[src/rtl/video_sync_detect.sv]
// rtl/video_sync_detect.sv - VGA sync receiver: measures line/frame timing, locks and classifies mode
//
// Purpose
//   Receives active-low hsync/vsync from an external timing source, re-times them
//   into clk, measures clocks per line, hsync pulse width and lines per frame, and
//   tracks position since the last sync falls. Once frames repeat it asserts locked
//   and classifies the timing as 910 clk/line (mode 0) or 800 clk/line (mode 1).
//
// Ports
//   clk          in   video clock
//   reset_n      in   synchronous reset, active low
//   hsync_in     in   active-low hsync, asynchronous to clk
//   vsync_in     in   active-low vsync, asynchronous to clk
//   hpos         out  clocks since last hsync fall, saturating at 1023
//   vpos         out  hsync falls since last vsync fall, saturating at 1023
//   line_len     out  clocks between the last two hsync falls
//   hs_width     out  clocks hsync was low in the last pulse
//   frame_lines  out  lines in the last full frame
//   new_frame    out  one-clock pulse per detected vsync fall
//   locked       out  timing stable
//   mode         out  0 = 910 clk/line, 1 = 800 clk/line (valid with mode_valid)
//   mode_valid   out  locked and line_len near one of the two known lengths

// Two-flop synchroniser plus one edge-detect stage for one sync pin.
//   clk, reset_n  clock and synchronous active-low reset
//   pin           raw asynchronous input
//   level         synchronised level
//   prev          level delayed by one clock, for edge detection
module video_sync_detect_sync (
  input  logic clk,
  input  logic reset_n,
  input  logic pin,
  output logic level,
  output logic prev
);

  logic meta;

  // Reset to the idle (high) level so leaving reset never fabricates a fall.
  always_ff @(posedge clk) begin
    if (!reset_n) begin
      meta  <= 1'b1;
      level <= 1'b1;
      prev  <= 1'b1;
    end else begin
      meta  <= pin;
      level <= meta;
      prev  <= level;
    end
  end

endmodule

module video_sync_detect #(
  parameter int TOL         = 2,
  parameter int LOCK_FRAMES = 2
) (
  input  logic       clk,
  input  logic       reset_n,
  input  logic       hsync_in,
  input  logic       vsync_in,
  output logic [9:0] hpos,
  output logic [9:0] vpos,
  output logic [9:0] line_len,
  output logic [9:0] hs_width,
  output logic [9:0] frame_lines,
  output logic       new_frame,
  output logic       locked,
  output logic       mode,
  output logic       mode_valid
);

  localparam logic [9:0]  CNT_MAX = 10'd1023;
  localparam logic [9:0]  LEN_M0  = 10'd910;
  localparam logic [9:0]  LEN_M1  = 10'd800;
  localparam logic [10:0] TOL_W   = 11'(TOL);
  localparam int          MW      = $clog2(LOCK_FRAMES + 1);
  localparam logic [MW:0] LOCK_N  = (MW + 1)'(LOCK_FRAMES);

  typedef enum logic [1:0] {
    ST_NOSIG,
    ST_ACQUIRE,
    ST_LOCKED
  } state_t;

  // |a - b| <= TOL, evaluated in 11 bits so the difference never wraps.
  function automatic logic within_tol(input logic [9:0] a, input logic [9:0] b);
    logic [10:0] diff;
    diff = (a >= b) ? ({1'b0, a} - {1'b0, b}) : ({1'b0, b} - {1'b0, a});
    return diff <= TOL_W;
  endfunction

  // ---------------------------------------------------------------------------
  // Input re-timing and edge detection
  // ---------------------------------------------------------------------------
  logic hs_level, hs_prev, vs_level, vs_prev;
  logic hfall, hrise, vfall;

  video_sync_detect_sync u_hs_sync (
    .clk     (clk),
    .reset_n (reset_n),
    .pin     (hsync_in),
    .level   (hs_level),
    .prev    (hs_prev)
  );

  video_sync_detect_sync u_vs_sync (
    .clk     (clk),
    .reset_n (reset_n),
    .pin     (vsync_in),
    .level   (vs_level),
    .prev    (vs_prev)
  );

  assign hfall = hs_prev & ~hs_level;
  assign hrise = ~hs_prev & hs_level;
  assign vfall = vs_prev & ~vs_level;

  // ---------------------------------------------------------------------------
  // Measurement counters
  // ---------------------------------------------------------------------------
  logic       hpos_sat, vpos_sat, sig_lost;
  logic [9:0] ll_meas;   // line length captured by this hfall
  logic [9:0] fl_meas;   // frame length captured by this vfall
  logic [9:0] ll_now;    // most recent line length including one landing this clock
  logic [9:0] hs_cnt;

  assign hpos_sat = (hpos == CNT_MAX);
  assign vpos_sat = (vpos == CNT_MAX);
  // A saturated position counter means the corresponding sync has vanished.
  assign sig_lost = hpos_sat | vpos_sat;

  assign ll_meas = hpos_sat ? CNT_MAX : hpos + 10'd1;
  // An hfall on the same clock as the vfall still belongs to the ending frame.
  assign fl_meas = (hfall && !vpos_sat) ? vpos + 10'd1 : vpos;
  assign ll_now  = hfall ? ll_meas : line_len;

  always_ff @(posedge clk) begin
    if (!reset_n) begin
      hpos <= '0;
    end else if (hfall) begin
      hpos <= '0;
    end else if (!hpos_sat) begin
      hpos <= hpos + 10'd1;
    end
  end

  always_ff @(posedge clk) begin
    if (!reset_n) begin
      vpos <= '0;
    end else if (vfall) begin
      vpos <= '0;
    end else if (hfall && !vpos_sat) begin
      vpos <= vpos + 10'd1;
    end
  end

  always_ff @(posedge clk) begin
    if (!reset_n) begin
      hs_cnt <= '0;
    end else if (hrise) begin
      hs_cnt <= '0;
    end else if (!hs_level && hs_cnt != CNT_MAX) begin
      hs_cnt <= hs_cnt + 10'd1;
    end
  end

  always_ff @(posedge clk) begin
    if (!reset_n) begin
      line_len    <= '0;
      hs_width    <= '0;
      frame_lines <= '0;
    end else if (sig_lost) begin
      line_len    <= '0;
      hs_width    <= '0;
      frame_lines <= '0;
    end else begin
      if (hfall) line_len    <= ll_meas;
      if (hrise) hs_width    <= hs_cnt;
      if (vfall) frame_lines <= fl_meas;
    end
  end

  always_ff @(posedge clk) begin
    if (!reset_n) begin
      new_frame <= 1'b0;
    end else begin
      new_frame <= vfall;
    end
  end

  // ---------------------------------------------------------------------------
  // Lock state machine
  // ---------------------------------------------------------------------------
  state_t        state, state_nxt;
  logic          have_full, have_full_nxt;
  logic          prev_valid, prev_valid_nxt;
  logic [MW-1:0] match_cnt, match_nxt;
  logic [MW:0]   match_inc;
  logic [9:0]    ref_len, ref_len_nxt;
  logic [9:0]    ref_lines, ref_lines_nxt;
  logic          skip_hchk, skip_nxt;
  logic          lock_lost;

  assign match_inc = {1'b0, match_cnt} + 1'b1;

  always_ff @(posedge clk) begin
    if (!reset_n) begin
      state      <= ST_NOSIG;
      have_full  <= 1'b0;
      prev_valid <= 1'b0;
      match_cnt  <= '0;
      ref_len    <= '0;
      ref_lines  <= '0;
      skip_hchk  <= 1'b0;
    end else begin
      state      <= state_nxt;
      have_full  <= have_full_nxt;
      prev_valid <= prev_valid_nxt;
      match_cnt  <= match_nxt;
      ref_len    <= ref_len_nxt;
      ref_lines  <= ref_lines_nxt;
      skip_hchk  <= skip_nxt;
    end
  end

  always_comb begin
    state_nxt      = state;
    have_full_nxt  = have_full;
    prev_valid_nxt = prev_valid;
    match_nxt      = match_cnt;
    ref_len_nxt    = ref_len;
    ref_lines_nxt  = ref_lines;
    skip_nxt       = skip_hchk;
    lock_lost      = 1'b0;

    if (sig_lost) begin
      state_nxt      = ST_NOSIG;
      have_full_nxt  = 1'b0;
      prev_valid_nxt = 1'b0;
      match_nxt      = '0;
      ref_len_nxt    = '0;
      ref_lines_nxt  = '0;
      skip_nxt       = 1'b0;
    end else begin
      case (state)
        ST_NOSIG: begin
          // Signal was absent, so the frame ending here is already whole.
          if (vfall) begin
            state_nxt      = ST_ACQUIRE;
            have_full_nxt  = 1'b1;
            prev_valid_nxt = 1'b0;
            match_nxt      = '0;
          end
        end

        ST_ACQUIRE: begin
          if (vfall) begin
            if (!have_full) begin
              // Frame ending here started mid-stream; discard it.
              have_full_nxt = 1'b1;
            end else if (!prev_valid) begin
              ref_len_nxt    = ll_now;
              ref_lines_nxt  = fl_meas;
              prev_valid_nxt = 1'b1;
              match_nxt      = '0;
            end else if (fl_meas == ref_lines && within_tol(ll_now, ref_len)) begin
              match_nxt = match_inc[MW-1:0];
              if (match_inc >= LOCK_N) begin
                state_nxt = ST_LOCKED;
                skip_nxt  = 1'b1;
              end
            end else begin
              ref_len_nxt   = ll_now;
              ref_lines_nxt = fl_meas;
              match_nxt     = '0;
            end
          end
        end

        ST_LOCKED: begin
          if (hfall) begin
            if (skip_hchk) begin
              skip_nxt = 1'b0;
            end else if (!within_tol(ll_meas, ref_len)) begin
              lock_lost = 1'b1;
            end
          end
          if (vfall && fl_meas != ref_lines) begin
            lock_lost = 1'b1;
          end
          if (lock_lost) begin
            state_nxt      = ST_ACQUIRE;
            have_full_nxt  = 1'b0;
            prev_valid_nxt = 1'b0;
            match_nxt      = '0;
            skip_nxt       = 1'b0;
          end
        end

        default: begin
          state_nxt = ST_NOSIG;
        end
      endcase
    end
  end

  // ---------------------------------------------------------------------------
  // Status outputs, one clock behind the state register
  // ---------------------------------------------------------------------------
  always_ff @(posedge clk) begin
    if (!reset_n) begin
      locked     <= 1'b0;
      mode       <= 1'b0;
      mode_valid <= 1'b0;
    end else begin
      locked     <= (state == ST_LOCKED);
      mode_valid <= (state == ST_LOCKED) &&
                    (within_tol(line_len, LEN_M0) || within_tol(line_len, LEN_M1));
      // Refs are frozen while locked, so mode holds its last decode otherwise.
      if (state == ST_LOCKED) begin
        mode <= within_tol(ref_len, LEN_M1);
      end
    end
  end

endmodule

[config.mk]
export PLATFORM = sky130hd
export DESIGN_NAME = video_sync_detect
export DESIGN_NICKNAME = d
export VERILOG_FILES = /design/src/rtl/video_sync_detect.sv
export SDC_FILE = /design/constraint.sdc
export NUM_CORES = 1
export LEC_CHECK = 0
export BUFFER_PORTS_ARGS = -buffer_cell sky130_fd_sc_hd__buf_2
export CAP_MARGIN = 25
export CORE_AREA = 5 5 167 169
export DETAILED_ROUTE_END_ITERATION = 8
export DIE_AREA = 0 0 172 174
export HOLD_SLACK_MARGIN = 0.05
export SLEW_MARGIN = 40
export SYNTH_ARGS = -nofsm -noshare
export SYNTH_HDL_FRONTEND = slang
export SYNTH_HIERARCHICAL = 1
export SYNTH_SLANG_ARGS = --single-unit
[constraint.sdc]
create_clock -name clk -period 8.5 [get_ports clk]
set_input_delay 0.425 -clock clk [delete_from_list [all_inputs] [get_ports clk]]
set_output_delay 0.425 -clock clk [all_outputs]
set_load 0.02 [all_outputs]
Word level (Yosys, flattened, before mapping)
Index checks and enable logic that the tools add are counted.
{"block": "classes", "reduce_logical": 22, "n_eq_ne": 17, "bitwise": 8, "n_lt_le_gt_ge": 11, "addsub": 14, "n_mux": 48}
{"operator": "$mux W10", "n": 7}
{"operator": "$le A11 B2 Y1 const B", "n": 5}
{"operator": "$mux W11", "n": 5}
{"operator": "$sub A10 B10 Y11", "n": 4}
{"operator": "$sub A10 B10 Y11 const A", "n": 3}
{"operator": "$sub A10 B10 Y11 const B", "n": 3}
{"operator": "$add A10 B1 Y10 const B", "n": 3}
{"operator": "$ge A10 B10 Y1 const B", "n": 3}
{"operator": "$mux W2", "n": 13}
{"operator": "$eq A10 B10 Y1 const B", "n": 2}
{"operator": "$ge A10 B10 Y1", "n": 2}
{"operator": "$mux W1", "n": 18}
{"operator": "$ne A2 B2 Y1 const B", "n": 8}
{"operator": "$reduce_and A7 Y1", "n": 2}
{"operator": "$pmux W2 S3", "n": 2}
{"operator": "$eq A10 B10 Y1", "n": 1}
{"operator": "$ne A10 B10 Y1", "n": 1}
{"operator": "$ne A10 B10 Y1 const B", "n": 1}
{"operator": "$reduce_or A2 Y1", "n": 5}
{"operator": "$logic_and A1 B1 Y1", "n": 5}
{"operator": "$reduce_and A5 Y1", "n": 1}
{"operator": "$not A1 Y1", "n": 4}
{"operator": "$pmux W1 S2", "n": 2}
{"operator": "$reduce_and A4 Y1", "n": 1}
{"operator": "other kinds (15)", "n": 19}
{"block": "totals", "output_inout_bits": 54, "ff_bits": 97, "word_cells": 143, "in_bits": 4}

Logic depth before layout (Yosys ltp)
{"block": "depth", "depth_word": 13, "depth_mapped": 21, "ltp_nobuf": 19}

Cells and area by module
The synthesis kept the hierarchy.
{"module": "video_sync_detect", "seq_area_each_um2": 1821.7, "cells_per_inst": 937, "n_inst": 1, "area_per_inst_um2": 7096.8}
{"module": "video_sync_detect_sync", "seq_area_each_um2": 60.1, "cells_per_inst": 6, "n_inst": 2, "area_per_inst_um2": 78.8}

Worst setup path after synthesis
No wires, ideal clock.
{"block": "synth_path", "path_type": "reg2reg", "from": "register hpos[0]", "to": "register ref_len[4]", "arrival_ns": 4.923, "required_ns": 8.379, "path_buffers": 2, "setup_time_ns": 0.121, "path_stages_with_launch": 21, "setup_slack_ns": 3.456, "period_less_slack_ns": 5.044, "cell_sequence": "dfxtp_1 > ha_1 > and3_1 > and3_1 > nand2_1 > nor2_1 > nor2_1 > o21a_1 > inv_1 > ha_1 > nor2b_1 > o31ai_2 > a21o_1 > nand2_1 > o211a_1 > a2111o_1 > or4_1 > buf_2 > nand2_1 > buf_4 > mux2_2"}
{"block": "synth_between", "elab_chain_len": 9, "word_cells_on_any_way": 16, "classes_between": "add/sub (3); order compare (2); eq/ne (2); mux (5); bitwise (1); reduce/logical (3)"}
{"item": "from (decl)", "line_no": "62", "rtl": "output logic [9:0] hpos,"}
{"item": "from (signal assigned)", "line_no": "144", "rtl": "hpos <= hpos + 10'd1;"}
{"item": "$add A10 B1 Y10 / $eq A10 B10 Y1 (equally long branches)", "line_no": "133, 128"}
{"item": "$mux W10 (*)", "line_no": "133", "rtl": "assign ll_meas = hpos_sat ? CNT_MAX : hpos + 10'd1;"}
{"item": "$mux W10 (*)"}
{"item": "net ll_now[1]", "line_no": "125", "rtl": "logic [9:0] ll_now;"}
{"item": "$sub A10 B10 Y11 / $ge A10 B10 Y1 (equally long branches)", "line_no": "89", "rtl": "diff = (a >= b) ? ({1'b0, a} - {1'b0, b}) : ({1'b0, b} - {1'b0, a});"}
{"item": "$mux W11 (*)", "line_no": "89"}
{"item": "$le A11 B2 Y1 (*)", "line_no": "90", "rtl": "return diff <= TOL_W;"}
{"item": "$logic_and A1 B1 Y1 (*)", "line_no": "267", "rtl": "end else if (fl_meas == ref_lines && within_tol(ll_now, ref_len)) begin"}
{"item": "$ne A2 B2 Y1 (no line) (*)"}
{"item": "$reduce_and A4 Y1 (no line) (*)"}
{"item": "to (signal assigned)", "line_no": "221", "rtl": "ref_len <= ref_len_nxt;"}
{"item": "to (decl)", "line_no": "200", "rtl": "logic [9:0] ref_len, ref_len_nxt;"}
The timed path passes the listed nets; every way through them passes the cells marked *. The select of a mux whose other input is x is not followed.
A chain may end at the register's enable or synchronous reset.

Worst setup path after layout
{"block": "layout_path", "from": "register hpos[0]", "to": "register ref_len[3]"}
Same word-level chain as after synthesis.

==> key figures <==
Critical path
  – Crit path buf inv count: 1
  – Critical-path cell list: ha_1 -> and3_1 -> and3_1 -> nand2_1 -> nor2_1 -> nor2_1 -> o21a_1 -> inv_1 -> ha_1 -> nand3_1 -> nor3_1 -> a211oi_2 -> nand2_1 -> o211a_1 -> a2111o_1 -> or4_1 -> nand2_1 -> mux2_2
  – Most used cell, CP: nand2_1
  – CP max-delay cell: or4_1
  – Crit Path Class: reg2reg
  – CP max stage delay: 0.79 ns
  – Family with the most delay on the worst path: simple AND/OR/NAND/NOR gates
  – WP data required: 8.74 ns
  – Setup crit end kind: flip-flop
  – Crit Reg-Reg Startpoint: hpos[0]
  – WP data arrival: 6.33 ns
  – Reg2Reg Depth: 18
  – CP Max Fanout: 18
  – Critical path startpoint category: flip-flop
  – Reg-to-Reg End: ref_len[3]
  – Reg2reg setup slack: 2.41 ns

Global routing
  – Largest net degree at the start of global routing: 49
  – Grt ovf: 0
  – First-pass GRT wire length: 34150 um
  – Initial antenna violation count: 0
  – Vias in the first global route: 6449
  – GRT Total Usage: 0.1385

Synth
  – Syn avg cell area: 7.644 um^2
  – Top FF cell, synth: dfxtp_1
  – Ys async rst share: 0
  – Area leader, netlist: dfxtp_1
  – Post-synth EDFFs: 0
  – Synth Cell Area: 7254 um^2
  – Top-count cell post-synth: nor2_1
  – Syn Inst Count: 949
  – Synth cell types: 72
  – Post-synth top area share: 0.2677
  – Synth Register Bits: 97
  – Syn. warnings: 6
  – Synth cell count leaders: nor2_1, dfxtp_1, nand2_1, a21oi_1
  – Leading cell types by total area after synthesis: dfxtp_1, ha_1, nor2_1, a21oi_1, nand2_1
  – Syn_nets: 1015
  – Seq/Total Area, Yosys: 0.2677

Clock tree
  – Bufs on Longest Clock Path: 2
  – Htree depth: 3
  – Resized cells post-CTS: 0
  – Hold-fix buffers, CTS: 0
  – Clock slew at reported path FFs: 0.07 ns
  – CTS Sinks: 97
  – Root Buffer: clkbuf_16
  – CTS tree: built
  – Clock latency on the worst-skew pair: 0.36 ns
  – Setup Fix Bufs, Post-CTS: 0
  – TritonCTS Buffers: 9

Detailed routing
  – Vias per inst: 5.239
  – DRT Pass-1 Iters: 6
  – ANT nets after route: 0
  – DRC: 0
  – DRT Wirelength: 21100 um
  – Via Count: 6937
  – Initial DRC Count: 674
  – WL/cell: 15.94 um

Layout
  – N_diodes: 0
  – Multi-input gate area: 4951 um^2
  – Final Net Count: 1044
  – Layout cell share with drive strength beyond 1: 0.1129
  – Fill cells: 2888
  – Flip-flop and latch area: 1942 um^2
  – Area Growth Syn to Fin: 12.02%

Floorplan
  – Die width: 172 um
  – Die H: 174 um
  – Starting Density: 0.2745
  – # IOs: 58
  – Core Area: 26430 um^2
  – Die area: 29930 um^2
  – Row cnt: 60

STA
  – # setup viols final: 0
  – Setup WS post-layout: 2.412 ns
  – RSZ-0062 raised after global routing: no
  – Final hold slack: 0.2510 ns
  – Crit path time final: 6.088 ns
  – Slew HR: 0.4217
  – Worst-margin pin slew: 0.8657 ns
  – Fin Setup TNS: 0 ns
  – Fmax: 0.1643 GHz
  – Skew final: 0.01095 ns
  – Max Slew Vio Count: 0
  – Hold Vio Cnt, Final: 0
  – Tcrit/Tclk final: 0.7162

Placement
  – Pre-CTS worst setup slack: 2.400 ns
  – Final HPWL from detailed placement: 16100 um
  – Port bufs: 57
  – Gp weighted congestion: 0.8869

Power
  – Static Leakage: 3.416 nW
  – IR Drop Worst-Case VDD: 0.0001291 V
  – Pwr dens: 125.5 nW/um^2

Status
  – Status: complete, no violations

Job
  – Max Cap Violations: 0

Hold path
  – HP Start: vsync_in
  – Worst Hold End: u_vs_sync/meta
  – Hold WC Path Type: in2reg
  – Worst Hold Path Cells: 2
state kept, by name (all words and copies together) (netlist names), 10 cells and up:
name         count
hs_cnt          10
hs_width        10
line_len        10
ref_lines       10
hpos            10
frame_lines     10
vpos            10
ref_len         10
per-layer routing:
layer,vias to the layer above,global-route usage,wire length (um)
met5,-,0,0
met4,0,0.03112,295
met3,24,0.02911,1230
met2,200,0.2150,9489
met1,3247,0.1970,10090
li1,3466,-,-
cell type report:
type,instances,area share
Sequential cell,97,0.2390
Multi-Input combinational cell,756,0.6092
Tap cell,341,0.05250
Clock inverter,6,0.007852
Timing Repair Buffer,61,0.03880
Inverter,53,0.02448
Clock buffer,10,0.02818
cell families (layout without fill, tap and decap cells):
family	after synthesis	after routing	synth area share
XOR/XNOR	36	36	0.04450
buffers and inverters	96	130	0.05191
adder cells (fa/ha/maj)	62	62	0.1111
AO/OA/AOI/OAI	264	264	0.2396
AND/OR/NAND/NOR	373	373	0.2544
flip-flops	97	97	0.2677
multiplexers	21	21	0.03087
through the flow:
stage               area (um^2)  instances  utilization  total power, W
finish                     8127       1324       0.3075        0.001020
floorplan                  7254        949            -       0.0005815
CTS                        8122       1324       0.3073        0.001028
global placement           7824       1308       0.2961       0.0006181
detailed placement         7829       1308       0.2963       0.0006196
global route               8127       1324       0.3075        0.001064
power breakdown:
part	switching [W]	total (W)	internal [W]
clock	0.000202	0.000409	0.000207
combinational	0.0000905	0.000145	0.0000546
sequential	0.00000637	0.000466	0.000460
worst register-to-register path, delay by kind of cell, from the launching register on:
family          cells  cell delay [ns]
fa+ha+maj           2             0.53
flops               1             0.41
simple gates       10             3.09
mux                 1             0.42
compound gates      4             1.46
buf+inv             1             0.07
worst max-delay path by stage:
stage / from / endpoint / slack (ns) / cells past startpoint
5_1_grt: hpos[0] / ref_len[1] / 1.97 / 18
3_3_place_gp: hpos[0] / ref_len[2] / 2.52 / 18
4_1_cts: hpos[0] / ref_len[0] / 2.37 / 18
6_report: hpos[0] / ref_len[3] / 2.41 / 18
2_1_floorplan: hpos[0] / ref_len[4] / 3.46 / 20
3_5_place_dp: hpos[0] / ref_len[0] / 2.40 / 18
placed cells by master, fill, tap and decap left out, types with 17 or more instances in the layout:
cell type    n
nor2_1     109
dfxtp_1     97
nand2_1     82
a21oi_1     70
o21ai_0     58
ha_1        58
buf_2       57
inv_1       53
nand3_1     39
xnor2_1     19
nand2b_1    19
nor3_1      17
No activity file was read; power rests on OpenSTA's default activity.
